### config.mk
export PLATFORM = sky130hd
export DESIGN_NAME = fft_stage1_seq
export DESIGN_NICKNAME = d
export VERILOG_FILES = /design/src/rtl/fft_stage1_seq.sv
export SDC_FILE = /design/constraint.sdc
export NUM_CORES = 1
export LEC_CHECK = 0
export ABC_CLOCK_PERIOD_IN_PS = 3800
export CORE_MARGIN = 8
export CORE_UTILIZATION = 45
export DETAILED_ROUTE_END_ITERATION = 8
export PLACE_DENSITY_LB_ADDON = 0.12
export SLEW_MARGIN = 15
export SYNTH_ARGS = -nofsm -noshare
export SYNTH_HDL_FRONTEND = slang
export SYNTH_SLANG_ARGS = --single-unit
### constraint.sdc
create_clock -name clk -period 3.8 [get_ports clk]
set_input_delay 0.95 -clock clk [delete_from_list [all_inputs] [get_ports clk]]
set_output_delay 0.95 -clock clk [all_outputs]
set_load 0.02 [all_outputs]
### src/rtl/fft_stage1_seq.sv
// Control sequencer for the 32-point MDC FFT first stage: tracks sample position within a
// frame and drives registered commutator/butterfly/multiplier/twiddle controls one cycle later.
module fft_stage1_seq (
    input  logic       clk,
    input  logic       rst_n,
    input  logic       in_valid,
    input  logic       in_sof,
    input  logic       clr_err,
    output logic [4:0] state_com_mode,
    output logic       butter_mode,
    output logic       mul_mode,
    output logic [6:0] state_code,
    output logic [3:0] rom_16_counter,
    output logic       out_valid,
    output logic       out_sof,
    output logic       frame_done,
    output logic       busy,
    output logic [1:0] err
);

    localparam int unsigned FRAME_LEN = 32;
    localparam int unsigned HALF_LEN  = 16;
    localparam int unsigned POS_W     = 5;
    localparam int unsigned CNT_W     = 2;
    localparam int unsigned ROM_W     = 4;
    localparam int unsigned MODE_W    = 5;
    localparam int unsigned CODE_W    = CNT_W + POS_W;

    localparam logic [MODE_W-1:0] MODE_FILL    = 5'b00001;
    localparam logic [MODE_W-1:0] MODE_COMPUTE = 5'b00010;

    typedef enum logic {IDLE, ACTIVE} state_t;

    state_t             state_q, state_d;
    logic [POS_W-1:0]   p_exp_q, p_exp_d;
    logic [CNT_W-1:0]   frame_cnt_q, frame_cnt_d;
    logic [1:0]         err_q, err_d, err_new;
    logic               acc;
    logic [POS_W-1:0]   acc_pos;

    logic [MODE_W-1:0]  com_q, com_d;
    logic               bm_q, bm_d;
    logic               mm_q, mm_d;
    logic [CODE_W-1:0]  sc_q, sc_d;
    logic [ROM_W-1:0]   rom_q, rom_d;
    logic               ov_q, ov_d;
    logic               osof_q, osof_d;
    logic               fd_q, fd_d;

    // Frame tracking, error detection and decode of the accepted sample for the next cycle.
    always_comb begin
        state_d     = state_q;
        p_exp_d     = p_exp_q;
        frame_cnt_d = frame_cnt_q;
        err_new     = '0;
        acc         = 1'b0;
        acc_pos     = '0;
        com_d       = '0;
        bm_d        = 1'b0;
        mm_d        = 1'b0;
        sc_d        = sc_q;
        rom_d       = '0;
        ov_d        = 1'b0;
        osof_d      = 1'b0;
        fd_d        = 1'b0;

        case (state_q)
            IDLE: begin
                if (in_valid && in_sof) begin
                    acc     = 1'b1;
                    state_d = ACTIVE;
                    p_exp_d = POS_W'(1);
                end
            end
            ACTIVE: begin
                if (p_exp_q != '0) begin
                    if (!in_valid) begin
                        err_new[0] = 1'b1;
                        state_d    = IDLE;
                        p_exp_d    = '0;
                    end else if (in_sof) begin
                        err_new[1] = 1'b1;
                        acc        = 1'b1;
                        p_exp_d    = POS_W'(1);
                    end else begin
                        acc     = 1'b1;
                        acc_pos = p_exp_q;
                        p_exp_d = p_exp_q + POS_W'(1);
                    end
                end else begin
                    // Frame boundary: only a fresh in_sof keeps the sequencer running.
                    if (in_valid && in_sof) begin
                        acc     = 1'b1;
                        p_exp_d = POS_W'(1);
                    end else begin
                        state_d = IDLE;
                        if (in_valid) err_new[1] = 1'b1;
                    end
                end
            end
        endcase

        if (acc && (acc_pos == POS_W'(FRAME_LEN - 1))) frame_cnt_d = frame_cnt_q + CNT_W'(1);

        err_d = (clr_err ? 2'b00 : err_q) | err_new;

        if (acc) begin
            sc_d = {frame_cnt_q, acc_pos};
            if (acc_pos >= POS_W'(HALF_LEN)) begin
                com_d  = MODE_COMPUTE;
                bm_d   = 1'b1;
                rom_d  = acc_pos[ROM_W-1:0];
                mm_d   = (acc_pos[ROM_W-1:0] != '0);
                ov_d   = 1'b1;
                osof_d = (acc_pos == POS_W'(HALF_LEN));
                fd_d   = (acc_pos == POS_W'(FRAME_LEN - 1));
            end else begin
                com_d = MODE_FILL;
            end
        end
    end

    always_ff @(posedge clk or negedge rst_n) begin
        if (!rst_n) begin
            state_q     <= IDLE;
            p_exp_q     <= '0;
            frame_cnt_q <= '0;
            err_q       <= '0;
            com_q       <= '0;
            bm_q        <= 1'b0;
            mm_q        <= 1'b0;
            sc_q        <= '0;
            rom_q       <= '0;
            ov_q        <= 1'b0;
            osof_q      <= 1'b0;
            fd_q        <= 1'b0;
        end else begin
            state_q     <= state_d;
            p_exp_q     <= p_exp_d;
            frame_cnt_q <= frame_cnt_d;
            err_q       <= err_d;
            com_q       <= com_d;
            bm_q        <= bm_d;
            mm_q        <= mm_d;
            sc_q        <= sc_d;
            rom_q       <= rom_d;
            ov_q        <= ov_d;
            osof_q      <= osof_d;
            fd_q        <= fd_d;
        end
    end

    assign state_com_mode = com_q;
    assign butter_mode    = bm_q;
    assign mul_mode       = mm_q;
    assign state_code     = sc_q;
    assign rom_16_counter = rom_q;
    assign out_valid      = ov_q;
    assign out_sof        = osof_q;
    assign frame_done     = fd_q;
    assign busy           = (state_q == ACTIVE);
    assign err            = err_q;

endmodule

==> results.yml <==
worst_setup_path:
  critical_path_class: "flip-flop to primary output"
  cp_top_family: "buffers and inverters"
  cp-end-kind: "primary output"
  max_stage_delay_ps: 700
  cp.depth: 1
  timing.rr.end: "state_code[6]$_DFFE_PN0P_"
  worstRegToRegCells: 5
  cpMaxStageDelayCell: "clkdlybuf4s50_1"
  path_buf_inv: 1
  r2r_start: "p_exp_q[0]$_DFF_PN0_"
  path_cells: "clkdlybuf4s50_1"
  cp-start-kind: "flip-flop"
  crit_fanout: 12
  r2r_setup_slack_ps: 2020
  worstPathArrival_ps: 1670
  cp.required_ps: 2850
cells_and_area:
  layout_commonest_cell: "dfrtp_1"
  fillers: 255
  final_cell_mix: "dfrtp_1, clkdlybuf4s50_1, inv_1"
  seqCellArea_um2: 651
  area_growth_syn_to_layout_pct: 23.1
  final_util_pct: 57.7
  antenna_cells: 0
  multi_input_area_um2: 510
  fin_nets: 148
  layout-drive-gt1-share_pct: 10.0
clock_network:
  post_cts_buffers: 0
  cts_htree_levels: 1
  clock_latency_ps: 310
  post_cts_resized: 0
  clock-root-buffer: "clkbuf_4"
  numClockSinks: 26
  cts_buffer_depth: 2
  cts_made_buffers: 3
  postCtsHoldBufs: 0
  path_clk_slew_ps: 130
  cts_tree: "done"
route:
  postRouteAntennaNets: 0
  drc: 0
  first_pass_iters: 4
  vias: 923
  met1_length_um: 1160
  top_layer: "met4"
  drt_wl_total_um: 2590
  vias_per_cell: 5.40
  drtIter0Drc: 18
  met3WireLength_um: 210
  wl_per_cell_um: 15.2
  wl_met2_um: 1210
die:
  core_um2: 2710
  dieArea_um2: 4780
  initial_core_util_pct: 46.9
  die_h_um: 69.1
  io_pins: 29
  rows: 19
  die_x_um: 69.1
synthesis:
  synth_edf_count: 0
  syn-mean-instance-area_um2: 10.8
  synth_top_flop_cell: "dfrtp_1"
  ys_seq_area_share_pct: 51.2
  synthesis.area_um2: 1270
  synth-seq-cells: 26
  async_flop_share_pct: 100
  syn_inst: 118
  yosysWarnings: 0
  synth.distinct_cells: 42
timing:
  fin_setup_tns_ps: 0
  clock_skew_ps: 3.85
  finalHoldViolations: 0
  drv_slew: 0
  setup_viol: 0
  period_share_pct: 69.0
  fmax_ghz: 0.381
  fin_crit_ps: 2620
  fin_hold_ws_ps: 503
  rsz0062_at_grt: "no"
placement:
  io_buffers: 25
  gp_congestion: 0.823
  dp_hpwl_um: 1890
pwr:
  clockPowerShare_pct: 29.1
  max-vdd-ir-drop_mv: 0.236
  p_sw_uw: 171
  power_density_nw_per_um2: 405
  seqPwrFrac_pct: 49.4
  p_int_uw: 463
  switching_share_pct: 27.0
  combPwrFrac_pct: 21.5
  power_leakage_uw: 0.000700
outcome:
  status: "completed"
min_path:
  hold_depth: 1
  hold_class: "flip-flop to flip-flop"
  holdPathEnd: "frame_cnt_q[1]$_DFFE_PN0P_"
  hp-start: "frame_cnt_q[1]$_DFFE_PN0P_"
global_routing:
  antenna_found_initial: 0
  grt_pass1_vias: 971
  grt.overflow.total: 0
  grt_max_degree: 27
  grt_pass1_wl_um: 4690
  gr-usage-all-layers_pct: 11.5
flow_run:
  maxCapViolCount: 0
cells by family (layout without fill, tap and decap cells):
kind of cell             Yosys count  after routing  share of synthesized area, %
buffers and inverters             23             43                          9.16
flip-flops                        26             26                          51.2
AND/OR/NAND/NOR                   39             39                          19.4
AO/OA/AOI/OAI                     23             23                          15.1
multiplexers                       1              1                         0.788
adder cells (fa/ha/maj)            2              2                          1.97
other                              1              3                         0.295
XOR/XNOR                           3              3                          2.07
stage by stage:
step | cells | worst slack (ps) | instance area, um^2 | power (uW)
floorplan | 120 | 2000 | 1280 | 404
global placement | 167 | 1170 | 1510 | 453
detailed placement | 167 | 1160 | 1510 | 455
CTS | 171 | 1150 | 1560 | 645
global route | 171 | 1060 | 1560 | 669
finish | 171 | 1180 | 1560 | 634
registers in the layout (all words and copies together), names as in the netlist:
name	count
state_com_mode	2
p_exp_q	5
state_code	7
out_sof	1
frame_done	1
rom_16_counter	4
err	2
busy	1
frame_cnt_q	2
mul_mode	1
metal layers:
| metal | vias to the layer above | global-route usage [%] |
|---|---|---|
| met1 | 452 | 13.8 |
| met4 | 0 | 4.10 |
| met5 | - | 0 |
| met3 | 2 | 4.58 |
| met2 | 22 | 18.1 |
| li1 | 447 | - |
power by group through the flow:
| stage | clock network (uW) | logic [uW] | registers (uW) |
|---|---|---|---|
| 2_1_floorplan | 0 | 78.3 | 326 |
| 3_3_place_gp | 0 | 135 | 318 |
| 3_5_place_dp | 0 | 137 | 318 |
| 4_1_cts | 194 | 138 | 313 |
| 5_1_grt | 203 | 150 | 316 |
| 6_report | 184 | 136 | 313 |
worst max-delay path by stage:
stage / startpoint / end / slack (ps)
5_1_grt: busy$_DFF_PN0_ / busy / 1060
3_3_place_gp: in_valid / p_exp_q[1]$_DFF_PN0_ / 1170
6_report: busy$_DFF_PN0_ / busy / 1180
3_5_place_dp: in_sof / frame_cnt_q[1]$_DFFE_PN0P_ / 1160
4_1_cts: busy$_DFF_PN0_ / busy / 1150
2_1_floorplan: in_valid / state_code[2]$_DFFE_PN0P_ / 2000
synth_stat cells (2+ instances only):
| cell | count | area share [%] |
|---|---|---|
| nor2_1 | 8 | 2.4 |
| dfrtp_1 | 26 | 51 |
| inv_1 | 11 | 3.3 |
| buf_4 | 5 | 3.0 |
| o22ai_1 | 2 | 0.99 |
| a31o_2 | 3 | 2.1 |
| o21ai_0 | 2 | 0.79 |
| a311o_1 | 2 | 1.6 |
| o211ai_1 | 4 | 2.4 |
| and3b_1 | 2 | 1.4 |
| o32ai_1 | 2 | 1.4 |
| ha_1 | 2 | 2.0 |
| nor2b_1 | 7 | 3.4 |
| buf_2 | 3 | 1.2 |
| nand3_1 | 2 | 0.79 |
| nor4_1 | 3 | 1.5 |
| nand2b_1 | 3 | 1.5 |
| xnor2_1 | 2 | 1.4 |
| nand2_1 | 6 | 1.8 |
layout make-up:
| cell class | instances | share of cell area (%) |
|---|---|---|
| clock buffer | 3 | 1.44 |
| clock inverter | 1 | 1.92 |
| inverter | 12 | 2.88 |
| multi-input combinational | 71 | 32.7 |
| sequential | 26 | 41.6 |
| tap | 31 | 2.48 |
| timing repair buffer | 27 | 17.0 |
No activity file was read; power rests on OpenSTA's default activity.
